--- src/rtl/matmul_pkg.sv ---
// Shared definitions for the matrix-multiply sequencer.
//
// Contents:
//   state_t     - FSM state encoding (3-bit) used by matmul_sequencer
//   MEM_LAT     - read latency of the A/B operand memories, in cycles
//   clog2_min1  - ceil(log2(v)) clamped to at least 1, for sizing
//                 address and index buses when N is small

package matmul_pkg;

  typedef enum logic [2:0] {
    ST_IDLE  = 3'd0,
    ST_FETCH = 3'd1,
    ST_LATCH = 3'd2,
    ST_MAC   = 3'd3,
    ST_WRITE = 3'd4,
    ST_DONE  = 3'd5
  } state_t;

  // The FETCH -> LATCH split exists because of this one-cycle read latency.
  localparam int MEM_LAT = 1;

  function automatic int clog2_min1(input int v);
    return (v > 1) ? $clog2(v) : 1;
  endfunction

endpackage

--- src/rtl/matmul_sequencer_idx_counter.sv ---
// Loop index counter used for the i, j and k loops of the sequencer.
//
// Parameters:
//   WIDTH - counter width
//   MAX   - terminal count; 'last' is high while cnt == MAX
// Ports:
//   clk  in   clock
//   rst  in   synchronous active-high reset, clears the count
//   inc  in   advance the count by one
//   clr  in   return the count to zero (wins over inc)
//   cnt  out  current count
//   last out  count has reached MAX

module idx_counter #(
  parameter int WIDTH = 2,
  parameter int MAX   = 2
) (
  input  logic             clk,
  input  logic             rst,
  input  logic             inc,
  input  logic             clr,
  output logic [WIDTH-1:0] cnt,
  output logic             last
);

  logic [WIDTH-1:0] cnt_q;
  logic [WIDTH-1:0] cnt_d;

  always_comb begin
    cnt_d = cnt_q;
    if (clr) begin
      cnt_d = '0;
    end else if (inc) begin
      cnt_d = cnt_q + WIDTH'(1);
    end
  end

  always_ff @(posedge clk) begin
    if (rst) begin
      cnt_q <= '0;
    end else begin
      cnt_q <= cnt_d;
    end
  end

  assign cnt  = cnt_q;
  assign last = (cnt_q == WIDTH'(MAX));

endmodule

--- src/rtl/matmul_sequencer.sv ---
// Control FSM for the 8-bit matrix-multiply datapath, computing C = A x B
// for NxN row-major matrices. One C element is produced per inner k loop,
// in row-major order of C, taking 3N+1 cycles each.
//
// Parameters:
//   N  - matrix dimension (N >= 1)
//   AW - A/B/C memory address width
//   IW - i/j/k loop index width
// Ports:
//   clk      in   clock, all state changes on posedge
//   rst      in   synchronous active-high reset, aborts any run
//   start    in   begin a multiplication (only looked at in IDLE)
//   busy     out  high in FETCH/LATCH/MAC/WRITE
//   done     out  one-cycle pulse after the last C element is written
//   a_addr   out  A read address i*N+k (0 outside FETCH/LATCH/MAC)
//   b_addr   out  B read address k*N+j (0 outside FETCH/LATCH/MAC)
//   c_addr   out  C write address i*N+j (0 unless c_we)
//   wr_a     out  load strobe, operand-A register
//   wr_b     out  load strobe, operand-B register
//   acc_clr  out  clear accumulator (first FETCH of each element)
//   acc_en   out  accumulator adds the current product
//   c_we     out  C memory write enable

module matmul_sequencer
  import matmul_pkg::*;
#(
  parameter int N  = 3,
  parameter int AW = clog2_min1(N * N),
  parameter int IW = clog2_min1(N)
) (
  input  logic          clk,
  input  logic          rst,
  input  logic          start,
  output logic          busy,
  output logic          done,
  output logic [AW-1:0] a_addr,
  output logic [AW-1:0] b_addr,
  output logic [AW-1:0] c_addr,
  output logic          wr_a,
  output logic          wr_b,
  output logic          acc_clr,
  output logic          acc_en,
  output logic          c_we
);

  localparam logic [AW-1:0] N_A = AW'(N);

  state_t state_q;
  state_t state_d;

  logic [IW-1:0] i_cnt, j_cnt, k_cnt;
  logic          i_last, j_last, k_last;
  logic          i_inc, j_inc, k_inc;
  logic          i_clr, j_clr, k_clr;
  logic          in_operand;

  idx_counter #(.WIDTH(IW), .MAX(N - 1)) u_i_cnt (
    .clk (clk),
    .rst (rst),
    .inc (i_inc),
    .clr (i_clr),
    .cnt (i_cnt),
    .last(i_last)
  );

  idx_counter #(.WIDTH(IW), .MAX(N - 1)) u_j_cnt (
    .clk (clk),
    .rst (rst),
    .inc (j_inc),
    .clr (j_clr),
    .cnt (j_cnt),
    .last(j_last)
  );

  idx_counter #(.WIDTH(IW), .MAX(N - 1)) u_k_cnt (
    .clk (clk),
    .rst (rst),
    .inc (k_inc),
    .clr (k_clr),
    .cnt (k_cnt),
    .last(k_last)
  );

  // Next state and loop-index control. Indices advance at the edge that
  // leaves MAC (k) or WRITE (j, i), so addresses stay stable for the whole
  // FETCH/LATCH/MAC window of a term. The final WRITE also zeroes i and j so
  // the indices are back at zero when the sequencer returns to IDLE.
  always_comb begin
    state_d = state_q;
    i_inc   = 1'b0;
    j_inc   = 1'b0;
    k_inc   = 1'b0;
    i_clr   = 1'b0;
    j_clr   = 1'b0;
    k_clr   = 1'b0;
    case (state_q)
      ST_IDLE: begin
        if (start) begin
          state_d = ST_FETCH;
          i_clr   = 1'b1;
          j_clr   = 1'b1;
          k_clr   = 1'b1;
        end
      end
      ST_FETCH: state_d = ST_LATCH;
      ST_LATCH: state_d = ST_MAC;
      ST_MAC: begin
        if (k_last) begin
          k_clr   = 1'b1;
          state_d = ST_WRITE;
        end else begin
          k_inc   = 1'b1;
          state_d = ST_FETCH;
        end
      end
      ST_WRITE: begin
        if (!j_last) begin
          j_inc   = 1'b1;
          state_d = ST_FETCH;
        end else if (!i_last) begin
          j_clr   = 1'b1;
          i_inc   = 1'b1;
          state_d = ST_FETCH;
        end else begin
          j_clr   = 1'b1;
          i_clr   = 1'b1;
          state_d = ST_DONE;
        end
      end
      ST_DONE:  state_d = ST_IDLE;
      default:  state_d = ST_IDLE;
    endcase
  end

  always_ff @(posedge clk) begin
    if (rst) begin
      state_q <= ST_IDLE;
    end else begin
      state_q <= state_d;
    end
  end

  // Moore outputs: decoded only from the state flop and the index flops,
  // so a reset clears every output on the following cycle.
  assign in_operand = (state_q == ST_FETCH) || (state_q == ST_LATCH) ||
                      (state_q == ST_MAC);

  assign busy    = in_operand || (state_q == ST_WRITE);
  assign done    = (state_q == ST_DONE);
  assign wr_a    = (state_q == ST_LATCH);
  assign wr_b    = (state_q == ST_LATCH);
  assign acc_clr = (state_q == ST_FETCH) && (k_cnt == '0);
  assign acc_en  = (state_q == ST_MAC);
  assign c_we    = (state_q == ST_WRITE);

  // Products fit in AW bits because every index is at most N-1.
  assign a_addr = in_operand ? (AW'(i_cnt) * N_A + AW'(k_cnt)) : '0;
  assign b_addr = in_operand ? (AW'(k_cnt) * N_A + AW'(j_cnt)) : '0;
  assign c_addr = c_we ? (AW'(i_cnt) * N_A + AW'(j_cnt)) : '0;

endmodule

--- config.mk ---
export PLATFORM = sky130hd
export DESIGN_NAME = matmul_sequencer
export DESIGN_NICKNAME = d
export VERILOG_FILES = /design/src/rtl/matmul_pkg.sv /design/src/rtl/matmul_sequencer_idx_counter.sv /design/src/rtl/matmul_sequencer.sv
export SDC_FILE = /design/constraint.sdc
export NUM_CORES = 1
export LEC_CHECK = 0
export ABC_AREA = 1
export CAP_MARGIN = 5
export CORE_MARGIN = 2
export CORE_UTILIZATION = 40
export CTS_CLUSTER_SIZE = 28
export DETAILED_ROUTE_END_ITERATION = 10
export PLACE_DENSITY = 0.78
export SLEW_MARGIN = 20
export SYNTH_ARGS = -nofsm -noshare
export SYNTH_HDL_FRONTEND = slang
export SYNTH_HIERARCHICAL = 1
export SYNTH_SLANG_ARGS = --single-unit
--- constraint.sdc ---
create_clock -name clk -period 2.5 [get_ports clk]
set_clock_uncertainty 0.15 [all_clocks]
set_input_delay 0.375 -clock clk [delete_from_list [all_inputs] [get_ports clk]]
set_output_delay 0.375 -clock clk [all_outputs]
set_load 0.02 [all_outputs]
==> impl_metrics.yaml <==
finish:
  area_growth_pct: 30.1
  layout_commonest_cell: "inv_1"
  layout-drive-gt1-share: 0.181
  antenna_cells: 0
  final_util: 0.548
  finalNetCount: 186
  final_cell_mix: "31 x inv_1, 24 x nor2_1, 21 x nand2_1, 12 x clkdlybuf4s50_1, 11 x ha_1"
  fill_cells: 214
power:
  clkPwrFrac: 0.305
  p_leak_nw: 0.576
  pwr-share-seq: 0.414
  p_switching_uw: 127
  comb_power_share: 0.281
  intPower_uw: 253
  ir_worst_vdd_mv: 0.338
  power_density_mw_per_mm2: 316
  swShare: 0.334
die:
  io_pins: 22
  die_w_um: 52.0
  die_h_um: 52.0
  fp.coreArea_mm2: 0.00219
  initial_core_util: 0.421
  die-area_mm2: 0.00271
  rows: 17
yosys:
  synth_cells: 138
  synthSimpleGateAreaFrac: 0.331
  netlist_top_cells_area: "dfxtp_1 20%, ha_1 16%, inv_1 13%"
  syn_area_um2: 922
  synth.avg_cell_area_um2: 6.68
  synth_area_leader_cell: "dfxtp_1"
  synth_top_area_frac: 0.195
  yosys_register_bits: 9
  ys_async_sr_fraction: 0
  yosysSeqAreaShare: 0.195
  yosys_most_used_dff: "dfxtp_1"
  synth_edf_count: 0
  synth_top_family_by_area: "simple AND/OR/NAND/NOR gates"
  yosys_warnings: 6
  synth_compound_area_frac: 0.0529
  yosys.area_share.adder: 0.250
  muxShareOfSynthArea: 0
  synthXorXnorAreaFrac: 0.0190
  synth.distinct_cells: 22
  syn-num-nets: 157
setup_path:
  slowest_delay_ns: 0.53
  endpoint: "b_addr[2]"
  cp-start-kind: "register"
  crit_slowest_cell: "fa_1"
  crit_chain: "fa_1, ha_1, inv_1, fa_1, nor2_1, buf_4"
  setup.worst_path.end_class: "output port"
  rr_worst_depth: 6
  r2r-end: "u_j_cnt/cnt[1]$_SDFFE_PP0P_"
  cp-startpoint: "u_j_cnt/cnt[1]$_SDFFE_PP0P_"
  cp_max_fo: 2
  cp.required_ns: 1.98
  crit_arrival_ns: 1.98
  worst-setup-path-type: "reg -> out"
  cpMostUsedCell: "fa_1"
  reg2reg_slack_ns: 0.98
  r2r-start: "state_q[1]$_SDFFE_PP0P_"
job:
  maxCapViolCount: 0
routing:
  wl_per_cell_um: 9.74
  antenna_left: 0
  drc: 0
  drt-total-wl_um: 1890
  drtPass1Iterations: 4
  vias: 888
  viasPerCell: 4.58
  drtIter0Drc: 21
global_route:
  grt_max_degree: 10
  grt_remaining_overflow: 0
  antenna_found_initial: 0
  grt_pass1_wl_um: 3330
  first_global_vias: 865
  grtUsageTotal: 0.162
sta:
  timing.fmax_mhz: 400
  finalSetupTns_ns: -0.00185
  fin_ws_ns: -0.00185
  hold_viol: 0
  whs_ns: 0.403
  period_share: 1.00
  rsz0062_at_grt: "yes"
  maxSlewHeadroom: 0.793
  finalSetupViolCount: 1
  min_period_ns: 2.50
  worst_pin_slew_ns: 0.310
  maxSlewViolCount: 0
cts:
  cts_buffers: 3
  path_clk_slew_ns: 0.07
  post_cts_buffers: 0
  cts_root_buf: "clkbuf_4"
  htree_levels: 1
  clock_path_buffers: 2
  cts.sinks: 9
  insertion_delay_ns: 0.26
  cts_tree: "done"
min_path:
  hold_class: "reg -> reg"
place:
  port-buffer-count: 21
  gp_congestion: 0.778
  hpwl_um: 1560
outcome:
  failed_checks: "negative setup slack"
  status: "finished with violations"
kinds of logic (layout without fill, tap and decap cells):
logic type,count (synthesis),in the layout
and+or+nand+nor,66,66
buffers and inverters,36,64
adders and majority gates,16,16
AOI/OAI and AO/OA,9,9
DFF,9,9
xor gates and xnor gates,2,2
flip-flops by register name (all words and copies together) (netlist names):
register     cells
u_i_cnt/cnt      2
state_q          3
u_k_cnt/cnt      2
u_j_cnt/cnt      2
cells in the mapped netlist, types with 2 or more instances:
master / number
nand2_1: 21
nor2_4: 2
xor2_1: 2
nor2_1: 24
nor2_2: 5
dfxtp_1: 9
nand3_1: 9
inv_2: 3
o21ai_1: 3
ha_1: 12
inv_1: 31
fa_1: 4
a21oi_1: 4
critical path, delay by kind of cell (launching register included):
| kind | cells | cell delay [ns] |
|---|---|---|
| adder cells (fa/ha/maj) | 3 | 1.14 |
| buffers and inverters | 2 | 0.20 |
| AND/OR/NAND/NOR | 1 | 0.04 |
| flip-flops | 1 | 0.33 |
worst min path at each step:
stage,from,cells past startpoint,slack (ns),endpoint
after detailed placement,u_j_cnt/cnt[0]$_SDFFE_PP0P_,2,0.39,u_j_cnt/cnt[0]$_SDFFE_PP0P_
after floorplan,rst,1,0.29,state_q[1]$_SDFFE_PP0P_
final,u_j_cnt/cnt[0]$_SDFFE_PP0P_,2,0.40,u_j_cnt/cnt[0]$_SDFFE_PP0P_
after global routing,u_j_cnt/cnt[0]$_SDFFE_PP0P_,2,0.46,u_j_cnt/cnt[0]$_SDFFE_PP0P_
after CTS,u_j_cnt/cnt[0]$_SDFFE_PP0P_,2,0.40,u_j_cnt/cnt[0]$_SDFFE_PP0P_
after global placement,u_j_cnt/cnt[0]$_SDFFE_PP0P_,2,0.39,u_j_cnt/cnt[0]$_SDFFE_PP0P_
metrics by stage:
step / worst slack (ns) / area (um^2) / std cells / power, mW
floorplan: 0.158 / 922 / 138 / 0.230
global placement: -0.176 / 1190 / 190 / 0.265
detailed placement: -0.216 / 1190 / 190 / 0.268
CTS: -0.0206 / 1210 / 194 / 0.384
global route: -0.111 / 1200 / 194 / 0.404
finish: -0.00185 / 1200 / 194 / 0.379
power groups by stage:
stage	combinational, mW	sequential [mW]	clock, mW
4_1_cts	0.107	0.157	0.120
3_5_place_dp	0.108	0.160	0
6_report	0.106	0.157	0.116
2_1_floorplan	0.0709	0.159	0
3_3_place_gp	0.105	0.160	0
5_1_grt	0.119	0.159	0.126
cell type report:
class	count	area (um^2)	share of cell area
Multi-Input combinational cell	93	604	0.504
Sequential cell	9	181	0.151
Timing Repair Buffer	26	225	0.188
Inverter	34	128	0.106
Clock buffer	4	26.3	0.0219
Tap cell	28	35.0	0.0292
repair_timing:
action	4_1_cts	5_1_grt
setup endpoints to repair	9	7
hold buffers	0	0
resized for setup	24	5
pin swaps	1	1
per-layer routing:
layer	vias to the layer above	track usage	part of all wire
li1	469	-	-
met1	400	0.182	0.43
met2	17	0.310	0.52
met3	2	0.00862	0.033
met4	0	0.0658	0.010
met5	-	0	0
(Power assumes the default switching activity.)
